`src/rtl/dual_sync_ram16_pkg.sv`:
```
// Shared constants and types for the 16x8 simple dual-port synchronous RAM.
package dual_sync_ram16_pkg;

    localparam int DEPTH = 16;
    localparam int WIDTH = 8;
    localparam int ADDR  = 4;

    typedef logic [WIDTH-1:0] word_t;
    typedef logic [ADDR-1:0]  addr_t;

endpackage : dual_sync_ram16_pkg

```
`src/rtl/dual_sync_ram16_array.sv`:
```
// Storage array for dual_sync_ram16: synchronous clear of every word, one
// write port, and an asynchronous look-up of the addressed word that the
// top level registers.
module dual_sync_ram16_array
    import dual_sync_ram16_pkg::*;
#(
    parameter int depth = DEPTH,
    parameter int width = WIDTH,
    parameter int addr  = ADDR
) (
    input  logic             clk,
    input  logic             rst,
    input  logic             wr,
    input  logic [addr-1:0]  wraddr,
    input  logic [width-1:0] din,
    input  logic [addr-1:0]  rdaddr,
    output logic [width-1:0] rd_word
);

    logic [width-1:0] mem_r [depth];

    // Clear every word on reset; otherwise store din at wraddr when wr is high.
    always_ff @(posedge clk) begin
        if (rst) begin
            for (int i = 0; i < depth; i++) begin
                mem_r[i] <= {width{1'b0}};
            end
        end else if (wr) begin
            mem_r[wraddr] <= din;
        end else begin
            mem_r[wraddr] <= mem_r[wraddr];
        end
    end

    // Stored word at the read address; this is the pre-write (old) contents.
    assign rd_word = mem_r[rdaddr];

endmodule : dual_sync_ram16_array

```
`src/rtl/dual_sync_ram16.sv`:
```
// dual_sync_ram16: 16 x 8 simple dual-port synchronous RAM, one clock,
// synchronous active-high reset, registered read data.
// Same-address read-during-write is read-first by default; defining
// DUAL_SYNC_RAM16_WR_BYPASS_EN makes it write-first (dout takes din).
module dual_sync_ram16
    import dual_sync_ram16_pkg::*;
#(
    parameter int depth = DEPTH,
    parameter int width = WIDTH,
    parameter int addr  = ADDR
) (
    input  logic             clk,
    input  logic             rst,
    input  logic             wr,
    input  logic             rd,
    input  logic [addr-1:0]  rdaddr,
    input  logic [addr-1:0]  wraddr,
    input  logic [width-1:0] din,
    output logic [width-1:0] dout
);

    logic [width-1:0] mem_word_s;
    logic [width-1:0] rd_data_s;
    logic [width-1:0] dout_r;

    dual_sync_ram16_array #(
        .depth (depth),
        .width (width),
        .addr  (addr)
    ) u_array (
        .clk     (clk),
        .rst     (rst),
        .wr      (wr),
        .wraddr  (wraddr),
        .din     (din),
        .rdaddr  (rdaddr),
        .rd_word (mem_word_s)
    );

`ifdef DUAL_SYNC_RAM16_WR_BYPASS_EN
    // Write-first collision handling: forward din when reading the word being written.
    always_comb begin
        rd_data_s = mem_word_s;
        if (wr && (rdaddr == wraddr)) begin
            rd_data_s = din;
        end else begin
            rd_data_s = mem_word_s;
        end
    end
`else
    // Read-first collision handling: always return the stored (old) word.
    always_comb begin
        rd_data_s = mem_word_s;
    end
`endif

    // Read register: cleared on reset, loaded on rd, held otherwise.
    always_ff @(posedge clk) begin
        if (rst) begin
            dout_r <= {width{1'b0}};
        end else if (rd) begin
            dout_r <= rd_data_s;
        end else begin
            dout_r <= dout_r;
        end
    end

    assign dout = dout_r;

endmodule : dual_sync_ram16

```
`config.mk`:
```
export PLATFORM = sky130hd
export DESIGN_NAME = dual_sync_ram16
export DESIGN_NICKNAME = d
export VERILOG_FILES = /design/src/rtl/dual_sync_ram16_pkg.sv /design/src/rtl/dual_sync_ram16_array.sv /design/src/rtl/dual_sync_ram16.sv
export SDC_FILE = /design/constraint.sdc
export NUM_CORES = 1
export LEC_CHECK = 0
export CAP_MARGIN = 30
export CORE_ASPECT_RATIO = 2
export CORE_MARGIN = 1.5
export CORE_UTILIZATION = 50
export CTS_CLUSTER_DIAMETER = 30
export CTS_CLUSTER_SIZE = 12
export DETAILED_ROUTE_END_ITERATION = 16
export PLACE_DENSITY = 0.68
export RECOVER_POWER = 100
export SLEW_MARGIN = 0
export SYNTH_ARGS = -nofsm -noshare
export SYNTH_HDL_FRONTEND = slang
export SYNTH_HIERARCHICAL = 1
export SYNTH_SLANG_ARGS = --single-unit
```
`constraint.sdc`:
```
create_clock -name clk -period 1.8 [get_ports clk]
set_input_delay 0.18 -clock clk [delete_from_list [all_inputs] [get_ports clk]]
set_output_delay 0.18 -clock clk [all_outputs]
set_load 0.005 [all_outputs]
```
== After elaboration in Yosys (flattened, before gate mapping) ==
Memories as Yosys holds them, arrays and structs flattened. A register that Yosys moved wholly into a read port is not among the register bits.
Cells that the tools add are included.
Word-level totals
  memory bits (writable): 128
  output and inout port bits: 8
  bits of input ports: 20
  logic and storage cells: 17
  memories: 1
  flip-flop bits (word level): 0
Operators by class
  multiplexer cells: 12
  bitwise operators: 1
  reductions and logical operators: 2
  eq/ne operators: 1
Memory list
  u_array.mem_r: words 16, width 8, rd ports 1, clocked after memory_dff 1, write ports 16, RTL line dual_sync_ram16_array.sv:20  | logic [width-1:0] mem_r [depth];
Operators with widths (number)
  $mux 8: 2
  $mux 1: 9
  $reduce_or 8->1: 1
  $mux 4: 1
  $reduce_and 2->1: 1
  $ne 0x0->1: 1
  $or 1x1->1: 1

== Logic depth before layout (Yosys ltp) ==
  word-level depth: 7
  gate-level depth with buffers: 7
  mapped depth without buffers: 5

== Modules after synthesis ==
Netlist, hierarchy kept.
By module, submodules not included
  dual_sync_ram16_array: instances 1, area an instance 5861.9 µm², sequential area each 3843.7 µm², cells each 375
  dual_sync_ram16: instances 1, area an instance 285.3 µm², sequential area each 160.2 µm², cells each 26

== Worst setup path before layout ==
No wires, ideal clock.
  kind: input port to flip-flop
  from: in rdaddr[0]
  to: reg dout_r[6] (netlist: dout[6]) (read register of u_array.mem_r)
  path slack: 0.175 ns
  setup time: 0.124 ns
  data arrival time: 1.501 ns
  path buffers: 2
  data required time: 1.676 ns
  cell stages on the path: 7
  cell sequence: buf_2 buf_2 mux4_2 a22oi_1 nand2_1 mux2i_1 nor2_1
RTL lines
  from (decl): RTL line dual_sync_ram16.sv:16  | input logic [addr-1:0] rdaddr,
  to (decl): RTL line dual_sync_ram16.sv:24  | logic [width-1:0] dout_r;

==> impl_summary.txt <==
----------------------------------------------------
[Outcome]
  Result of the run ... finished, final reports clean

[Logic synthesis]
  Sequential cell area fraction in the yosys report ... 65.1%
  Post-synth top area share ... 62.5%
  Synth Area per Inst ... 15.3 um^2
  Gate count after technology mapping ... 401
  Post-synth net total ... 421
  Number of library cell types mapped by synthesis ... 22
  Most area-hungry cell type in the Yosys netlist ... edfxtp_1
  Summed instance area of the synthesized netlist ... 6150 um^2
  Top area cells in the synthesized netlist ... edfxtp_1 63%, and2_1 13%, mux4_2 12%
  Number of warning messages in the yosys log ... 6
  Number of flip-flops and latches in the synthesized netlist ... 136

[Timing]
  Min Hold Slack ... 0.503 ns
  Tcrit/Tclk final ... 91.9%
  Slew at the pin closest to its max-slew limit ... 0.593 ns
  Minimum clock period after layout ... 1.65 ns
  RSZ-0062 raised after global routing ... false
  Final hold violations ... 0
  Total negative slack ... 0 ns
  Relative slew slack ... 60.3%
  Max-slew violation count ... 0
  Endpoints failing setup ... 0
  Min setup slack post-route ... 0.146 ns
  Setup skew after layout ... 0.00833 ns
  Achievable frequency ... 0.604 GHz

[Setup path]
  Largest delay contributor family on the critical path ... buffers and inverters
  Arrival time at the worst endpoint ... 1.93 ns
  Reg-to-reg startpoint ... u_array/mem_r[0][6]
  Crit path launch ... rst
  CP cell instances ... dlygate4sd3_1 > or4b_4 > nor2_1 > clkbuf_1 > and2_0
  CP max stage cell ... dlygate4sd3_1
  Total buffers and inverters traversed by the critical path ... 2
  Critical path class ... in2reg
  Highest cell delay on the worst timing path ... 0.63 ns
  Worst EP required ... 2.08 ns
  Sort of element at the start of the critical path ... input port
  Element type at the critical path end ... flop
  Peak fanout along the critical path ... 8

[Clock tree]
  Hold buffers post-CTS ... 0
  Maximum number of buffers from clock root to sink ... 2
  Master cell of the clock root buffer ... clkbuf_16
  CTS-repair resized insts ... 0
  TritonCTS clock tree ... built
  Cts bufs inserted ... 17
  Sink count of the clock tree ... 136
  Latest clock arrival within the worst-skew pair ... 0.42 ns
  CTS clock-pin slew for the worst setup and hold paths ... 0.06 ns
  Deepest level of the CTS H-tree ... 4
  Buffers inserted during post-CTS setup optimization ... 0

[Placed design]
  Placement Setup Slack ... -0.172 ns
  Final Wtd Congestion ... 0.818
  HPWL reported at the end of detailed placement ... 9.67 mm
  Buffers added on ports ... 27
  Cell Area, Placed ... 6830 um^2

[GRT]
  Initial antenna violation count ... 0
  GR Overflow Total ... 0
  Via count of the first global-routing pass ... 3687
  Tot GR Track Use ... 23.2%
  Largest net degree at the start of global routing ... 27
  Wire length of the first global-routing pass ... 20.8 mm

[Power and ir drop]
  Worst ir drop on vdd ... 703 uV
  Leakage power ... 2.57 nW
  Ratio of total power to cell area ... 1060 nW/um^2

[Floorplanning]
  Die area ... 13000 um^2
  Starting density of the core ... 51.0%
  Area of the core ... 12100 um^2
  Overall die width ... 81.4 um
  Height of the die ... 160 um
  I/O pin total ... 28
  Number of standard-cell rows in the floorplan ... 57

[Drt]
  Drc violations ... 0
  Routed WL ... 13.5 mm
  Routed WL per cell ... 21.6 um
  Routed vias ... 3499
  1st-iter DRT viols ... 225
  Ratio of routed vias to standard cells ... 5.62
  Final antenna-violating net count ... 0
  Total iterations of the first detailed-routing run ... 6

[Layout]
  Proportion of layout cells with a drive suffix above 1 ... 21.0%
  Final #Nets ... 483
  Post-route standard cell area excluding fillers ... 7350 um^2
  Final core area utilization ... 61.0%
  Fill cells ... 914
  Antenna diode instance count ... 0
  Synthesis-to-finish area growth ... 19.6%

[Worst hold path]
  Worst hold path type ... reg2reg
  Hold Path Origin ... dout[0]

[Job]
  Max-cap violations ... 0

----------------------------------------------------
-- layout by cell type, fill, tap and decap left out --
| cell | instances |
|---|---|
| edfxtp_1 | 128 |
| and2_0 | 71 |
| and2_1 | 58 |
| mux4_2 | 32 |
| nor2_1 | 21 |
| clkbuf_1 | 20 |
| clkbuf_16 | 17 |
| clkdlybuf4s50_1 | 16 |
| a22oi_1 | 16 |
| or2_2 | 16 |
| buf_4 | 15 |
| dlygate4sd3_1 | 10 |
| nand2_1 | 9 |
| mux2i_1 | 8 |
| dfxtp_1 | 8 |
| clkinvlp_4 | 4 |
| inv_6 | 4 |
| buf_12 | 4 |
| bufinv_16 | 3 |
| nor3_1 | 3 |
| nor2b_1 | 2 |
| nand2b_1 | 2 |
| nand4bb_1 | 2 |
| clkinv_1 | 1 |
| clkinv_4 | 1 |
| clkinv_2 | 1 |
| buf_2 | 1 |
| or4b_4 | 1 |
| nand4b_1 | 1 |
| nor3_2 | 1 |
-- final cells by class --
class | instances | area [um^2] | area share, %
Tap cell | 147 | 184 | 2.50
Timing Repair Buffer | 65 | 529 | 7.20
Clock inverter | 14 | 173 | 2.35
Sequential cell | 136 | 4000 | 54.4
Multi-Input combinational cell | 243 | 2040 | 27.7
Clock buffer | 18 | 429 | 5.84
-- registers in the layout (all words and copies together), names as in the netlist --
| signal | flops |
|---|---|
| u_array/mem_r | 128 |
| dout | 8 |
-- power by group --
part	switching (mW)	leakage [nW]	internal (mW)
Sequential	0.0642	1.29	3.64
Clock	1.34	0.281	2.19
Combinational	0.306	1.00	0.277
Total	1.71	2.57	6.11
-- cell families (layout without fill, tap and decap cells) --
group           Yosys count  in the layout  synth area share [%]
simple gates            187            187                  18.3
flops                   136            136                  65.1
mux                      40             40                  13.0
buf+inv                  22             97                  1.63
compound gates           16             16                  1.95
-- synth_stat cells, drive strengths merged --
cell type	count
or2	16
edfxtp	128
nor3	4
nand2	9
nand2b	2
dfxtp	8
nor2	21
clkbuf	12
nand4b	1
a22oi	16
buf	10
or4b	1
mux4	32
nand4bb	2
mux2i	8
nor2b	2
and2	129
-- path summary, 6_finish.rpt --
check / depth (start not counted) / end / slack, ns
worst min register to register: 2 / dout[0] / 0.50
worst min-delay path: 2 / dout[0] / 0.50
worst max-delay path: 5 / u_array/mem_r[1][1] / 0.15
worst max register to register: 5 / dout[6] / 0.17
-- stage by stage --
step                cells  total power, mW
floorplan             401             4.07
global placement      591             4.36
detailed placement    591             4.37
CTS                   623             7.86
global route          623             8.02
finish                623             7.81
-- metal layers --
| metal | GRT usage [%] | vias to the layer above | routed length, um |
|---|---|---|---|
| li1 | - | 1607 | - |
| met1 | 25.5 | 1772 | 4970 |
| met2 | 40.3 | 86 | 7460 |
| met3 | 4.86 | 34 | 432 |
| met4 | 12.6 | 0 | 612 |
| met5 | 0 | - | 0 |
-- worst register-to-register path, cell delays in order, from the launching register on --
cell      delay, ns
edfxtp_1       0.44
mux4_2         0.54
a22oi_1        0.27
nand2_1        0.09
mux2i_1        0.13
nor2_1         0.06
Note: power is estimated with default switching activity, not from simulation.
